===== src/rtl/maze_path_stack_if.sv =====
// Handshake bundle between the maze stack controller (master) and the
// path stack (slave): push/pop/replay requests in, directions and status out.
interface maze_path_stack_if #(
  parameter int AW = 8
);
  logic          push;
  logic          pop;
  logic [1:0]    din;
  logic          start_move;
  logic [1:0]    dout;
  logic          dout_valid;
  logic [AW:0]   count;
  logic          empty;
  logic          full;
  logic          overflow;
  logic          underflow;
  logic          finish;

  modport master (
    output push, pop, din, start_move,
    input  dout, dout_valid, count, empty, full, overflow, underflow, finish
  );

  modport slave (
    input  push, pop, din, start_move,
    output dout, dout_valid, count, empty, full, overflow, underflow, finish
  );
endinterface


===== src/rtl/maze_path_stack.sv =====
// LIFO of 2-bit move directions. Push/pop while exploring, then replay the
// stored path bottom-to-top one move per cycle and signal finish.
module maze_path_stack #(
  parameter int DEPTH = 256,
  parameter int AW    = 8
) (
  input  logic             clk,
  input  logic             rst,
  maze_path_stack_if.slave bus
);
  typedef enum logic [1:0] {IDLE, REPLAY, DONE} state_t;

  localparam logic [AW:0]   FULL_COUNT = (AW+1)'(DEPTH);
  localparam logic [AW:0]   CNT_ONE    = 1;
  localparam logic [AW-1:0] PTR_ONE    = 1;

  logic [1:0]    mem [DEPTH];

  state_t        state_reg, state_next;
  logic [AW-1:0] sp_reg, sp_next;
  logic [AW-1:0] rp_reg, rp_next;
  logic [AW:0]   count_reg, count_next;
  logic [1:0]    dout_reg, dout_next;
  logic          dout_valid_reg, dout_valid_next;
  logic          overflow_reg, overflow_next;
  logic          underflow_reg, underflow_next;
  logic          finish_reg, finish_next;
  logic          arm_reg, arm_next;   // start_move seen low while in DONE
  logic          mem_we;
  logic          access;
  logic          is_full, is_empty;
  logic [AW-1:0] sp_dec;

  assign is_full  = (count_reg == FULL_COUNT);
  assign is_empty = (count_reg == '0);
  assign sp_dec   = sp_reg - PTR_ONE;

  // Next-state and next-output decode for stack access and replay sequencing
  always_comb begin
    state_next      = state_reg;
    sp_next         = sp_reg;
    rp_next         = rp_reg;
    count_next      = count_reg;
    dout_next       = dout_reg;
    dout_valid_next = 1'b0;
    overflow_next   = overflow_reg;
    underflow_next  = underflow_reg;
    finish_next     = 1'b0;
    arm_next        = arm_reg;
    mem_we          = 1'b0;
    access          = 1'b0;

    case (state_reg)
      IDLE: begin
        if (bus.push || bus.pop) begin
          access = 1'b1;
        end else if (bus.start_move) begin
          rp_next    = '0;
          arm_next   = 1'b0;
          state_next = is_empty ? DONE : REPLAY;
        end
      end
      REPLAY: begin
        dout_next       = mem[rp_reg];
        dout_valid_next = 1'b1;
        rp_next         = rp_reg + PTR_ONE;
        if (rp_reg == sp_dec) begin
          state_next = DONE;
        end
      end
      DONE: begin
        if (bus.push || bus.pop) begin
          // Leave DONE and perform the access in this same cycle
          access     = 1'b1;
          state_next = IDLE;
        end else if (bus.start_move && arm_reg) begin
          rp_next     = '0;
          arm_next    = 1'b0;
          state_next  = is_empty ? DONE : REPLAY;
          finish_next = is_empty;
        end else begin
          if (!bus.start_move) begin
            arm_next = 1'b1;
          end
          finish_next = 1'b1;
        end
      end
      default: state_next = IDLE;
    endcase

    // Push has priority; a simultaneous pop is dropped without underflow
    if (access) begin
      if (bus.push) begin
        if (!is_full) begin
          mem_we     = 1'b1;
          sp_next    = sp_reg + PTR_ONE;
          count_next = count_reg + CNT_ONE;
        end else begin
          overflow_next = 1'b1;
        end
      end else if (!is_empty) begin
        sp_next         = sp_dec;
        count_next      = count_reg - CNT_ONE;
        dout_next       = mem[sp_dec];
        dout_valid_next = 1'b1;
      end else begin
        underflow_next = 1'b1;
      end
    end
  end

  // State and output registers with asynchronous active-low reset
  always_ff @(posedge clk or negedge rst) begin
    if (!rst) begin
      state_reg      <= IDLE;
      sp_reg         <= '0;
      rp_reg         <= '0;
      count_reg      <= '0;
      dout_reg       <= '0;
      dout_valid_reg <= 1'b0;
      overflow_reg   <= 1'b0;
      underflow_reg  <= 1'b0;
      finish_reg     <= 1'b0;
      arm_reg        <= 1'b0;
    end else begin
      state_reg      <= state_next;
      sp_reg         <= sp_next;
      rp_reg         <= rp_next;
      count_reg      <= count_next;
      dout_reg       <= dout_next;
      dout_valid_reg <= dout_valid_next;
      overflow_reg   <= overflow_next;
      underflow_reg  <= underflow_next;
      finish_reg     <= finish_next;
      arm_reg        <= arm_next;
    end
  end

  // Direction storage; contents become unreachable once sp is reset
  always_ff @(posedge clk) begin
    if (mem_we) begin
      mem[sp_reg] <= bus.din;
    end
  end

  assign bus.dout       = dout_reg;
  assign bus.dout_valid = dout_valid_reg;
  assign bus.count      = count_reg;
  assign bus.empty      = is_empty;
  assign bus.full       = is_full;
  assign bus.overflow   = overflow_reg;
  assign bus.underflow  = underflow_reg;
  assign bus.finish     = finish_reg;
endmodule


===== src/flat_wrapper.sv =====
// flat-port wrapper written by rule: the top's interface ports become plain ports
module maze_path_stack_flat 
#(
  parameter int DEPTH = 256,
  parameter int AW    = 8
)
  (clk, rst, bus_push, bus_pop, bus_din, bus_start_move, bus_dout, bus_dout_valid, bus_count, bus_empty, bus_full, bus_overflow, bus_underflow, bus_finish);
  maze_path_stack_if #(.AW(AW)) bus_i ();
  input  logic clk;
  input  logic rst;
  input wire logic [$bits(bus_i.push)-1:0] bus_push;
  input wire logic [$bits(bus_i.pop)-1:0] bus_pop;
  input wire logic [$bits(bus_i.din)-1:0] bus_din;
  input wire logic [$bits(bus_i.start_move)-1:0] bus_start_move;
  output wire logic [$bits(bus_i.dout)-1:0] bus_dout;
  output wire logic [$bits(bus_i.dout_valid)-1:0] bus_dout_valid;
  output wire logic [$bits(bus_i.count)-1:0] bus_count;
  output wire logic [$bits(bus_i.empty)-1:0] bus_empty;
  output wire logic [$bits(bus_i.full)-1:0] bus_full;
  output wire logic [$bits(bus_i.overflow)-1:0] bus_overflow;
  output wire logic [$bits(bus_i.underflow)-1:0] bus_underflow;
  output wire logic [$bits(bus_i.finish)-1:0] bus_finish;
  assign bus_i.push = bus_push;
  assign bus_i.pop = bus_pop;
  assign bus_i.din = bus_din;
  assign bus_i.start_move = bus_start_move;
  assign bus_dout = bus_i.dout;
  assign bus_dout_valid = bus_i.dout_valid;
  assign bus_count = bus_i.count;
  assign bus_empty = bus_i.empty;
  assign bus_full = bus_i.full;
  assign bus_overflow = bus_i.overflow;
  assign bus_underflow = bus_i.underflow;
  assign bus_finish = bus_i.finish;
  maze_path_stack #(.DEPTH(DEPTH), .AW(AW)) u_core (.clk(clk), .rst(rst), .bus(bus_i));
endmodule

===== config.mk =====
export PLATFORM = sky130hd
export DESIGN_NAME = maze_path_stack_flat
export DESIGN_NICKNAME = d
export VERILOG_FILES = /design/src/rtl/maze_path_stack_if.sv /design/src/rtl/maze_path_stack.sv /design/src/flat_wrapper.sv
export SDC_FILE = /design/constraint.sdc
export NUM_CORES = 1
export LEC_CHECK = 0
export CORE_AREA = 2 2 247 249
export DETAILED_ROUTE_END_ITERATION = 10
export DIE_AREA = 0 0 249 251
export PLACE_DENSITY = 0.64
export SYNTH_ARGS = -nofsm -noshare
export SYNTH_HDL_FRONTEND = slang
export SYNTH_SLANG_ARGS = --single-unit
export TNS_END_PERCENT = 5

===== constraint.sdc =====
create_clock -name clk -period 5.4 [get_ports clk]
set_clock_uncertainty 0.2 [all_clocks]
set_input_delay 1.08 -clock clk [delete_from_list [all_inputs] [get_ports clk]]
set_output_delay 1.08 -clock clk [all_outputs]
set_load 0.02 [all_outputs]

==> results.ini <==
[setup_path]
worst-r2r-setup-slack_ns = 0.75
start_kind = flop
arrival_ns = 4.95
cp_data_required_time_ns = 5.69
ff2ff_path_depth = 10
slowest_delay_ns = 0.79
endpoint_kind = flop
path_buf_inv = 2
cp.depth = 10
crit_family = simple AND/OR/NAND/NOR gates
path_cells = inv_2 > ha_1 > xor2_4 > buf_12 > mux2i_1 > o22ai_1 > nor4_1 > a22oi_1 > a31oi_1 > a2111oi_2
critical_path_class = flop to flop
critPathSlowestCell = nor4_1
crit_fanout = 21

[place]
io_buffer_count = 23
place.gp.congestion = 0.952
placed_area_mm2 = 0.0284
place_hpwl_mm = 50.9
dp_slack_ns = 0.781

[grt]
grt_pass1_vias = 17500
grt_start_max_net_pins = 142
grt.overflow.total = 0
antenna_found_initial = 0
grt_pass1_wl_mm = 119
grt_util_all_layers = 0.262

[timing]
worst_pin_slew_ns = 1.13
finalCriticalPeriod_ns = 4.65
setup_viol_count_final = 0
period_share = 0.862
max_freq_mhz = 215
hold_violations = 0
tns_ns = 0
rsz0062_at_grt = false
timing.hold.ws_ns = 0.268
maxSlewHeadroom = 0.243
maxSlewViolCount = 0
timing.final.ws_setup_ns = 0.746

[cts]
cts_sinks = 546
cts_hold_buf = 0
ctsResizeCount = 0
postCtsSetupBuffers = 0
cts_root_buf = clkbuf_16
cts_buffers = 57
cts_tree = done
cts_buffer_depth = 3
cts_htree_levels = 2
clk_latency_ns = 0.63
clkTransAtPathRegs_ns = 0.06

[power_and_ir_drop]
p_leak_uw = 0.00961
p_total_uw = 17900
vdd_drop_max_mv = 0.367
power.density_mw_per_mm2 = 589

[route]
routedWlPerCell_um = 31.5
num_vias = 17600
via_per_inst = 6.79
wirelength_mm = 81.7
drcViolationCount = 0
ant_nets = 0
detail_route.first_pass.iterations = 5
drt_iter0_markers = 2345

[cells_and_area]
syn2layout_area_growth_pct = 11.1
layout_common_cells = 512 x edfxtp_1, 283 x nor2_1, 247 x mux4_2
final_cell_area_mm2 = 0.0304
drive_gt1_frac = 0.232
layout_commonest_cell = edfxtp_1
multi_input_area_mm2 = 0.0104
largest_reg_flops = 512
fill_cells = 4892
antenna_cells = 0
seqCellArea_mm2 = 0.0162
final_nets = 1786

[synthesis]
synth_cell_types = 68
syn_inst = 1766
synthArstFlopShare = 0.0623
synth_seq_cells = 546
syn_area_per_cell_um2 = 15.5
synth_edf_count = 512
syn_nets = 1787
yosysWarnings = 0
yosysSeqAreaShare = 0.594
syn-cell-area_mm2 = 0.0273
synth_ff_type = edfxtp_1

[flow_run]
maxCapViolations = 0

[floorplanning]
initial_core_util = 0.457
die_w_um = 249
chipHeight_um = 251
num_rows = 90
die_area_mm2 = 0.0625
pin_count = 24
core-area_mm2 = 0.0598

[status]
status = completed

[worst_hold_path]
hold_class = flop to flop
holdPathStages = 1

-- kinds of logic after synthesis --
logic type / share of synthesized area
flops: 0.594
fa+ha+maj: 0.00668
mux: 0.239
simple gates: 0.0779
compound gates: 0.0436
buf+inv: 0.0275
xor+xnor: 0.0120
-- metal layers --
| metal | GRT usage | vias up | part of all wire | wire (um) |
|---|---|---|---|---|
| met5 | 0 | - | 0 | 0 |
| li1 | - | 7049 | - | - |
| met2 | 0.418 | 1166 | 0.47 | 38500 |
| met1 | 0.353 | 9170 | 0.38 | 30900 |
| met4 | 0.109 | 0 | 0.045 | 3640 |
| met3 | 0.0554 | 237 | 0.11 | 8720 |
-- final timing paths --
path,startpoint,to
setup / recovery,u_core.sp_reg[0],u_core.bus.dout[1]
hold / removal,u_core.bus.underflow,u_core.bus.underflow
setup reg to reg,u_core.sp_reg[0],u_core.bus.dout[1]
hold reg to reg,u_core.bus.underflow,u_core.bus.underflow
max in group asynchronous,rst,u_core.sp_reg[0]
min in group asynchronous,rst,u_core.bus.count[0]
-- synthesized netlist by cell type, types with 22 or more instances --
| cell type | count | area share |
|---|---|---|
| nor2_1 | 283 | 0.039 |
| mux4_2 | 247 | 0.20 |
| o22ai_1 | 25 | 0.0057 |
| a21oi_1 | 43 | 0.0079 |
| xnor2_1 | 22 | 0.0070 |
| mux2i_1 | 88 | 0.032 |
| o21ai_0 | 26 | 0.0048 |
| clkbuf_1 | 66 | 0.0091 |
| edfxtp_1 | 512 | 0.56 |
| buf_2 | 31 | 0.0057 |
| nand2_1 | 116 | 0.016 |
| dfrtp_1 | 34 | 0.031 |
-- per-stage QoR --
stage	utilization	std cells
after CTS	0.508	2594
after global placement	0.475	2488
after detailed placement	0.475	2488
after floorplan	-	1766
final	0.508	2594
after global routing	0.508	2594
-- power breakdown --
part           internal (uW)  switching, uW
registers               4760            445
clock network           2480           1670
logic                   3620           4910
-- final cells by class --
type / instances / share of cell area
timing repair buffer: 76 / 0.0239
tap: 782 / 0.0322
multi-input combinational: 1072 / 0.343
sequential: 546 / 0.535
clock buffer: 72 / 0.0506
inverter: 12 / 0.00148
clock inverter: 34 / 0.0138
Note: power is estimated with default switching activity, not from simulation.
